`src/rtl/decode_ctrl_stage_pkg.sv`:
```
// Shared definitions for the decode control stage: opcode encodings,
// control-bundle field ordering and mul/div FSM state encodings.
package decode_ctrl_stage_pkg;

    localparam int PKG_OPCODE_W = 12;

    // R-type ALU ops (read rs1 and rs2)
    localparam logic [PKG_OPCODE_W-1:0] OP_ADD  = 12'h001;
    localparam logic [PKG_OPCODE_W-1:0] OP_SUB  = 12'h002;
    localparam logic [PKG_OPCODE_W-1:0] OP_AND  = 12'h003;
    localparam logic [PKG_OPCODE_W-1:0] OP_OR   = 12'h004;
    localparam logic [PKG_OPCODE_W-1:0] OP_XOR  = 12'h005;
    localparam logic [PKG_OPCODE_W-1:0] OP_NOR  = 12'h006;
    localparam logic [PKG_OPCODE_W-1:0] OP_SLT  = 12'h007;
    // Immediate-operand ops
    localparam logic [PKG_OPCODE_W-1:0] OP_ADDI = 12'h008;
    localparam logic [PKG_OPCODE_W-1:0] OP_ANDI = 12'h009;
    localparam logic [PKG_OPCODE_W-1:0] OP_ORI  = 12'h00A;
    localparam logic [PKG_OPCODE_W-1:0] OP_XORI = 12'h00B;
    localparam logic [PKG_OPCODE_W-1:0] OP_SLL  = 12'h00C;
    localparam logic [PKG_OPCODE_W-1:0] OP_SRL  = 12'h00D;
    localparam logic [PKG_OPCODE_W-1:0] OP_SLTI = 12'h00E;
    // Memory
    localparam logic [PKG_OPCODE_W-1:0] OP_LW   = 12'h00F;
    localparam logic [PKG_OPCODE_W-1:0] OP_SW   = 12'h010;
    // Control flow
    localparam logic [PKG_OPCODE_W-1:0] OP_BEQ  = 12'h011;
    localparam logic [PKG_OPCODE_W-1:0] OP_BNE  = 12'h012;
    localparam logic [PKG_OPCODE_W-1:0] OP_JR   = 12'h013;
    localparam logic [PKG_OPCODE_W-1:0] OP_JAL  = 12'h014;
    localparam logic [PKG_OPCODE_W-1:0] OP_J    = 12'h015;
    // Multi-cycle R-type ops
    localparam logic [PKG_OPCODE_W-1:0] OP_MUL  = 12'h016;
    localparam logic [PKG_OPCODE_W-1:0] OP_DIV  = 12'h017;

    // Control bundle, MSB first in this order.
    typedef struct packed {
        logic regwrite;
        logic memread;
        logic memwrite;
        logic oper2_immed;
        logic is_beq;
        logic is_bne;
        logic is_jr;
        logic is_jal;
        logic is_j;
        logic is_muldiv;
    } ctrl_bundle_t;

    localparam ctrl_bundle_t CTRL_BUBBLE = '0;

    typedef enum logic {
        ST_IDLE = 1'b0,
        ST_BUSY = 1'b1
    } muldiv_state_t;

endpackage

```
`src/rtl/decode_ctrl_stage_ctrl_decode.sv`:
```
// Combinational opcode decoder: opcode + valid -> control bundle and a flag
// saying whether the instruction consumes rs2 (used by hazard detection).
module ctrl_decode
    import decode_ctrl_stage_pkg::*;
#(
    parameter int OPCODE_W = 12
) (
    input  logic [OPCODE_W-1:0] opcode_i,
    input  logic                valid_i,
    output ctrl_bundle_t        bundle_o,
    output logic                reads_rs2_o
);

    // Decode the opcode; an invalid slot yields an all-zero bundle.
    always_comb begin
        bundle_o    = CTRL_BUBBLE;
        reads_rs2_o = 1'b0;
        if (valid_i) begin
            case (opcode_i)
                OPCODE_W'(OP_ADD), OPCODE_W'(OP_SUB), OPCODE_W'(OP_AND),
                OPCODE_W'(OP_OR),  OPCODE_W'(OP_XOR), OPCODE_W'(OP_NOR),
                OPCODE_W'(OP_SLT): begin
                    bundle_o.regwrite = 1'b1;
                    reads_rs2_o       = 1'b1;
                end
                OPCODE_W'(OP_MUL), OPCODE_W'(OP_DIV): begin
                    bundle_o.regwrite  = 1'b1;
                    bundle_o.is_muldiv = 1'b1;
                    reads_rs2_o        = 1'b1;
                end
                OPCODE_W'(OP_ADDI), OPCODE_W'(OP_ANDI), OPCODE_W'(OP_ORI),
                OPCODE_W'(OP_XORI), OPCODE_W'(OP_SLL),  OPCODE_W'(OP_SRL),
                OPCODE_W'(OP_SLTI): begin
                    bundle_o.regwrite    = 1'b1;
                    bundle_o.oper2_immed = 1'b1;
                end
                OPCODE_W'(OP_LW): begin
                    bundle_o.regwrite    = 1'b1;
                    bundle_o.memread     = 1'b1;
                    bundle_o.oper2_immed = 1'b1;
                end
                OPCODE_W'(OP_SW): begin
                    bundle_o.memwrite    = 1'b1;
                    bundle_o.oper2_immed = 1'b1;
                    reads_rs2_o          = 1'b1;
                end
                OPCODE_W'(OP_BEQ): begin
                    bundle_o.is_beq = 1'b1;
                    reads_rs2_o     = 1'b1;
                end
                OPCODE_W'(OP_BNE): begin
                    bundle_o.is_bne = 1'b1;
                    reads_rs2_o     = 1'b1;
                end
                OPCODE_W'(OP_JR): begin
                    bundle_o.is_jr = 1'b1;
                end
                OPCODE_W'(OP_JAL): begin
                    bundle_o.regwrite = 1'b1;
                    bundle_o.is_jal   = 1'b1;
                end
                OPCODE_W'(OP_J): begin
                    bundle_o.is_j = 1'b1;
                end
                // Unknown opcodes are treated as a plain register-writing op.
                default: begin
                    bundle_o.regwrite = 1'b1;
                end
            endcase
        end
    end

endmodule

```
`src/rtl/decode_ctrl_stage.sv`:
```
// ID/EX control register with load-use bubble insertion, branch/jump flush
// and a busy FSM that holds EX for the full latency of mul/div.
module decode_ctrl_stage
    import decode_ctrl_stage_pkg::*;
#(
    parameter int OPCODE_W   = 12,
    parameter int REG_W      = 5,
    parameter int MULDIV_LAT = 4
) (
    input  logic                clk,
    input  logic                rst,
    input  logic [OPCODE_W-1:0] ID_opcode,
    input  logic                ID_valid,
    input  logic [REG_W-1:0]    ID_rs1,
    input  logic [REG_W-1:0]    ID_rs2,
    input  logic [REG_W-1:0]    ID_rd,
    input  logic                EX_flush,
    output logic                EX_regwrite,
    output logic                EX_memread,
    output logic                EX_memwrite,
    output logic                EX_is_oper2_immed,
    output logic                EX_is_beq,
    output logic                EX_is_bne,
    output logic                EX_is_jr,
    output logic                EX_is_jal,
    output logic                EX_is_j,
    output logic                EX_is_muldiv,
    output logic [REG_W-1:0]    EX_rd,
    output logic                stall,
    output logic                muldiv_busy
);

    localparam int CNT_W = $clog2(MULDIV_LAT);
    localparam logic [CNT_W-1:0] CNT_LOAD = CNT_W'(MULDIV_LAT - 2);

    ctrl_bundle_t     ex_d;
    logic             reads_rs2;
    logic [REG_W-1:0] ex_rd_d;

    ctrl_bundle_t     ex_q;
    logic [REG_W-1:0] ex_rd_q;
    muldiv_state_t    state_q;
    logic [CNT_W-1:0] cnt_q;

    logic             busy;
    logic             load_use;

    ctrl_decode #(
        .OPCODE_W (OPCODE_W)
    ) u_ctrl_decode (
        .opcode_i    (ID_opcode),
        .valid_i     (ID_valid),
        .bundle_o    (ex_d),
        .reads_rs2_o (reads_rs2)
    );

    assign ex_rd_d = ID_valid ? ID_rd : '0;
    assign busy    = (state_q == ST_BUSY);

    // Load-use: a load in EX whose (non-zero) destination feeds the ID op.
    always_comb begin
        load_use = 1'b0;
        if (ex_q.memread && (ex_rd_q != '0) && ID_valid) begin
            load_use = (ex_rd_q == ID_rs1) || ((ex_rd_q == ID_rs2) && reads_rs2);
        end
    end

    // Stall while mul/div is busy or on a load-use hit; flush and reset win.
    assign stall = !rst && !EX_flush && (busy || load_use);

    // ID/EX control register and mul/div FSM, priority: rst, flush, busy, load-use, normal.
    always_ff @(posedge clk) begin
        if (rst) begin
            ex_q    <= CTRL_BUBBLE;
            ex_rd_q <= '0;
            state_q <= ST_IDLE;
            cnt_q   <= '0;
        end else if (EX_flush) begin
            ex_q    <= CTRL_BUBBLE;
            ex_rd_q <= '0;
            state_q <= ST_IDLE;
            cnt_q   <= '0;
        end else if (busy) begin
            // EX holds the mul/div until the counter expires.
            if (cnt_q == '0) begin
                state_q <= ST_IDLE;
            end else begin
                cnt_q <= cnt_q - 1'b1;
            end
        end else if (load_use) begin
            ex_q    <= CTRL_BUBBLE;
            ex_rd_q <= '0;
        end else begin
            ex_q    <= ex_d;
            ex_rd_q <= ex_rd_d;
            if (ex_d.is_muldiv) begin
                state_q <= ST_BUSY;
                cnt_q   <= CNT_LOAD;
            end
        end
    end

    assign EX_regwrite       = ex_q.regwrite;
    assign EX_memread        = ex_q.memread;
    assign EX_memwrite       = ex_q.memwrite;
    assign EX_is_oper2_immed = ex_q.oper2_immed;
    assign EX_is_beq         = ex_q.is_beq;
    assign EX_is_bne         = ex_q.is_bne;
    assign EX_is_jr          = ex_q.is_jr;
    assign EX_is_jal         = ex_q.is_jal;
    assign EX_is_j           = ex_q.is_j;
    assign EX_is_muldiv      = ex_q.is_muldiv;
    assign EX_rd             = ex_rd_q;
    assign muldiv_busy       = busy;

endmodule
```
`config.mk`:
```
export PLATFORM = sky130hd
export DESIGN_NAME = decode_ctrl_stage
export DESIGN_NICKNAME = d
export VERILOG_FILES = /design/src/rtl/decode_ctrl_stage_pkg.sv /design/src/rtl/decode_ctrl_stage_ctrl_decode.sv /design/src/rtl/decode_ctrl_stage.sv
export SDC_FILE = /design/constraint.sdc
export NUM_CORES = 1
export LEC_CHECK = 0
export BUFFER_PORTS_ARGS = -buffer_cell sky130_fd_sc_hd__buf_2
export CAP_MARGIN = 20
export CORE_MARGIN = 2
export CORE_UTILIZATION = 49
export DETAILED_ROUTE_END_ITERATION = 12
export GPL_ROUTABILITY_DRIVEN = 0
export PLACE_DENSITY = 0.84
export SLEW_MARGIN = 5
export SYNTH_ARGS = -nofsm -noshare
export SYNTH_HDL_FRONTEND = slang
export SYNTH_HIERARCHICAL = 1
export SYNTH_SLANG_ARGS = --single-unit
```
`constraint.sdc`:
```
create_clock -name clk -period 2 [get_ports clk]
set_clock_uncertainty 0.2 [all_clocks]
set_input_delay 0.1 -clock clk [delete_from_list [all_inputs] [get_ports clk]]
set_output_delay 0.1 -clock clk [all_outputs]
set_load 0.01 [all_outputs]
```
==> results <==
- The flow ran to the end, but the final reports show violations.
- The final reports fail on setup timing.
- The largest buffer count on any clock path is 2.
- Setup repair after global routing could not meet its margin everywhere.
- TritonCTS built the clock tree.
- The internal power consumption is 509 uW.
- Detailed placement ended at an HPWL of 2780 microns.
- The worst register-to-register path has a setup slack of 0.10 ns.
- The sequential share of power is 52.0%.
- The horizontal extent of the die is 56.2 microns.
- The cell at the root of the clock tree is sky130_fd_sc_hd__clkbuf_4.
- The worst hold path belongs to the class input port to flop.
- The area share of the largest cell type after synthesis is 27.0%.
- The post-synth net total is 195.
- The final route contains 1556 vias.
- The relative contribution of the clock network to total power is 25.5%.
- The number of global-route vias before repair came to 1475.
- The floorplan has 18 rows.
- The worst register-to-register path begins at EX_rd[3]$_SDFFE_PN0N_.
- At the end of the flow the core is filled with cells to 69.2%.
- Entering global routing, the biggest net connects 28 pins.
- The final hold slack is 0.109 ns.
- The power dissipated by switching net loads is 207 uW.
- Adding up every negative setup slack in the final design gives -0.0415 ns.
- The final count of pins violating max slew is 0.
- Averaged over all synthesized cells, the footprint is 8.20 sq um.
- In the layout the commonest cells are 47 x sky130_fd_sc_hd__buf_2, 15 x sky130_fd_sc_hd__dfxtp_1, 15 x sky130_fd_sc_hd__nor3b_1.
- The average detailed-routed wire length per instance is 15.7 microns.
- STA puts the critical path data required time at 1.70 ns.
- The peak supply drop is 0.402 mV.
- The transition time of the tightest slew-check pin is 0.439 ns.
- The finished cells cover 1750 sq um.
- Along the worst hold path, the cell count comes to 5.
- Before antenna repair, the detailed router went through 4 iterations.
- The register with the most flip-flops in the layout has 5 of them.
- The number of different library cells in the post-synthesis netlist is 44.
- The clock transition time at the flip-flop clock pins of the worst setup and hold paths is 0.10 ns.
- The worst slack at placement is 0.0987 ns.
- The number of placed instances, taps included, is 241.
- Wires add up to 3960 microns.
- Ranked by total cell area, the synthesized netlist is headed by sky130_fd_sc_hd__dfxtp_1 27%, sky130_fd_sc_hd__nor3b_1 8.4%, sky130_fd_sc_hd__a32oi_1 7.2%, sky130_fd_sc_hd__xnor2_1 7.2%, sky130_fd_sc_hd__o221ai_1 5.9%.
- The peak per-stage delay on the critical path is 0.55 ns.
- The mapped cell area is 1340 sq um.
- The remaining max-slew budget at the tightest pin is 70.7%.
- The endpoint of the lowest-slack register-to-register path is EX_rd[3]$_SDFFE_PN0N_.
- Timing would allow up to 490 MHz.
- The total clock sinks is 18.
- Of the total power, combinational logic draws 22.5%.
- The count of unresolved DRC violations after routing is 0.
- The initial detailed-routing violation count is 66.
- The worst reg2reg path depth is 6.
- The final setup violation count is 1.
- The signal on the critical path passes through or4_4, o211ai_4, nor2_1, a21o_1, buf_2.
- The number of buffers added by the clock tree synthesis step is 3.
- In the routed layout, each cell is associated on average with a via count of 6.17.
- The count of nets left with antenna violations after detail routing is 0.
- The cell with the biggest individual delay on the critical path is sky130_fd_sc_hd__or4_4.
- Global routing consumed, over all layers together, 25.4% of the routing resources.
- CTS built an H-tree with a depth of 1.
- Buffers placed on the I/O ports in this run total 47.
- The fraction of final layout cells with drive strength greater than 1 is 33.3%.
- Along the worst path, the maximum fanout reaches 2.
- The setup slack after layout is -0.0415 ns.
- The full die area is 3160 sq um.
- The analysis attributes to cell leakage a power of 0.704 nW.
- The ratio of final minimum period to clock period is 102%.
- The net count of the finished layout is 256.
- The count of state elements after synthesis is 18.
- The growth of design area from synthesis to finish is 30.7%.
- The final critical delay including setup and external delays is 2.04 ns.
- For hold timing, the worst endpoint is EX_memread$_SDFFE_PN0N_.
- The cell area after placement is 1640 sq um.
- Power spread over the standard cell area amounts to 410 nW/um^2.
- The startpoint class of the critical path is a flop.
- The library cell used most frequently in the layout, excluding fill and tap cells, is sky130_fd_sc_hd__buf_2.
- The number of standard cells in the final layout excluding fillers is 252.
- The worst setup path is of the flop to primary output kind.
- Sequential cells were found to cover 27.0% of the synthesized design area.
- The number of warnings reported in the yosys synthesis log is 6.
- The initial utilization of the core area, before any placement, comes to 53.0%.
- The clock reaches the later pin of the worst-skew pair after 0.29 ns.
- The type of destination of the critical path is a primary output.
- The initial antenna violation count came to 0.
- The library cell occupying the most area in the post-synthesis netlist is sky130_fd_sc_hd__dfxtp_1.
- The boundary pin count is 48.
- The area of the core is 2520 sq um.
- The final hold violation count is 0.
- At the worst endpoint, the arrival time is 1.74 ns.
- After global routing the overflow that remains totals 0.
- The switching share of total power is 28.9%.
- Summing internal, switching and leakage power gives 716 uW.
- The vertical die dimension is 56.2 microns.
- The worst min-delay path startpoint is ID_rs2[0].
- Synthesis handed over a netlist of 163 instances.
- The repair_antennas step left the layout with diodes totalling 0.
- The first-pass GRT wire length is 6490 microns.
- Max-cap violations in this run came to 0.
[power groups by stage]
stage / Clock (mW) / Combinational, mW / Sequential, mW
finish: 0.183 / 0.161 / 0.372
global placement: 0 / 0.138 / 0.383
global route: 0.200 / 0.175 / 0.373
CTS: 0.186 / 0.157 / 0.371
floorplan: 0 / 0.0694 / 0.385
detailed placement: 0 / 0.143 / 0.383
[worst max-delay path, delay by kind of cell, from the launching register on]
| family | cells | cell delay (ns) |
|---|---|---|
| flip-flops | 1 | 0.35 |
| AO/OA/AOI/OAI | 2 | 0.35 |
| buffers and inverters | 1 | 0.13 |
| AND/OR/NAND/NOR | 2 | 0.61 |
[routing by layer]
metal / vias to the layer above / share of wire (%) / track usage (%)
li1: 739 / - / -
met1: 750 / 41 / 29.7
met2: 57 / 53 / 45.5
met3: 10 / 4.5 / 5.58
met4: 0 / 1.9 / 8.16
met5: - / 0 / 0
[Yosys cell counts]
library cell / instances
sky130_fd_sc_hd__a21o_1: 1
sky130_fd_sc_hd__a21oi_1: 4
sky130_fd_sc_hd__a22oi_1: 5
sky130_fd_sc_hd__a32oi_1: 11
sky130_fd_sc_hd__a41oi_1: 1
sky130_fd_sc_hd__and2_0: 1
sky130_fd_sc_hd__and3_1: 1
sky130_fd_sc_hd__buf_1: 1
sky130_fd_sc_hd__buf_2: 1
sky130_fd_sc_hd__buf_4: 1
sky130_fd_sc_hd__buf_8: 1
sky130_fd_sc_hd__clkbuf_1: 4
sky130_fd_sc_hd__dfxtp_1: 18
sky130_fd_sc_hd__ha_1: 1
sky130_fd_sc_hd__inv_1: 11
sky130_fd_sc_hd__nand2_1: 13
sky130_fd_sc_hd__nand2_2: 1
sky130_fd_sc_hd__nand2b_1: 1
sky130_fd_sc_hd__nand3_1: 8
sky130_fd_sc_hd__nand3b_1: 1
sky130_fd_sc_hd__nand4_1: 3
sky130_fd_sc_hd__nand4b_1: 1
sky130_fd_sc_hd__nor2_1: 7
sky130_fd_sc_hd__nor2_2: 1
sky130_fd_sc_hd__nor2b_1: 3
sky130_fd_sc_hd__nor3_1: 6
sky130_fd_sc_hd__nor3b_1: 15
sky130_fd_sc_hd__nor4_1: 1
sky130_fd_sc_hd__nor4_2: 1
sky130_fd_sc_hd__nor4_4: 1
sky130_fd_sc_hd__nor4b_2: 1
sky130_fd_sc_hd__o211ai_4: 1
sky130_fd_sc_hd__o21ai_0: 2
sky130_fd_sc_hd__o21ai_1: 6
sky130_fd_sc_hd__o21ai_2: 1
sky130_fd_sc_hd__o221ai_1: 9
sky130_fd_sc_hd__o22ai_2: 1
sky130_fd_sc_hd__o2bb2ai_1: 1
sky130_fd_sc_hd__o311ai_0: 1
sky130_fd_sc_hd__or2_1: 1
sky130_fd_sc_hd__or3_1: 1
sky130_fd_sc_hd__or3b_1: 1
sky130_fd_sc_hd__or4_4: 1
sky130_fd_sc_hd__xnor2_1: 11
[kinds of logic after synthesis]
family	share of synthesized area (%)
DFF	27.0
AOI/OAI and AO/OA	26.1
buffers and inverters	6.55
adders and majority gates	0.936
and+or+nand+nor	32.2
xor gates and xnor gates	7.21
[how the worst max path moves through the flow]
stage | start | endpoint | slack [ns] | depth (start not counted)
6_report | EX_rd[3]$_SDFFE_PN0N_ | stall | -0.04 | 5
5_1_grt | EX_rd[3]$_SDFFE_PN0N_ | stall | -0.1 | 5
4_1_cts | EX_rd[3]$_SDFFE_PN0N_ | stall | -0.05 | 5
3_5_place_dp | ID_opcode[5] | EX_memwrite$_SDFFE_PN0N_ | 0.1 | 8
3_3_place_gp | ID_opcode[5] | EX_regwrite$_SDFFE_PN0N_ | 0.14 | 8
2_1_floorplan | ID_opcode[5] | stall | 0.19 | 6
[cell type report]
type / instances / area, sq um
Tap cell: 30 / 37.5
Clock buffer: 3 / 22.5
Sequential cell: 18 / 369
Timing Repair Buffer: 64 / 388
Inverter: 11 / 41.3
Fill cell: 208 / 776
Multi-Input combinational cell: 126 / 888
[what timing repair did]
| action | in CTS | in global routing |
|---|---|---|
| endpoints found under the hold margin | 5 | 0 |
| buffers inserted | 3 | 0 |
| hold buffers | 5 | 0 |
| endpoints found under the setup margin | 1 | 3 |
| pin swaps | 3 | 1 |
| gates resized for setup | 4 | 1 |
No activity file was read; power rests on OpenSTA's default activity.
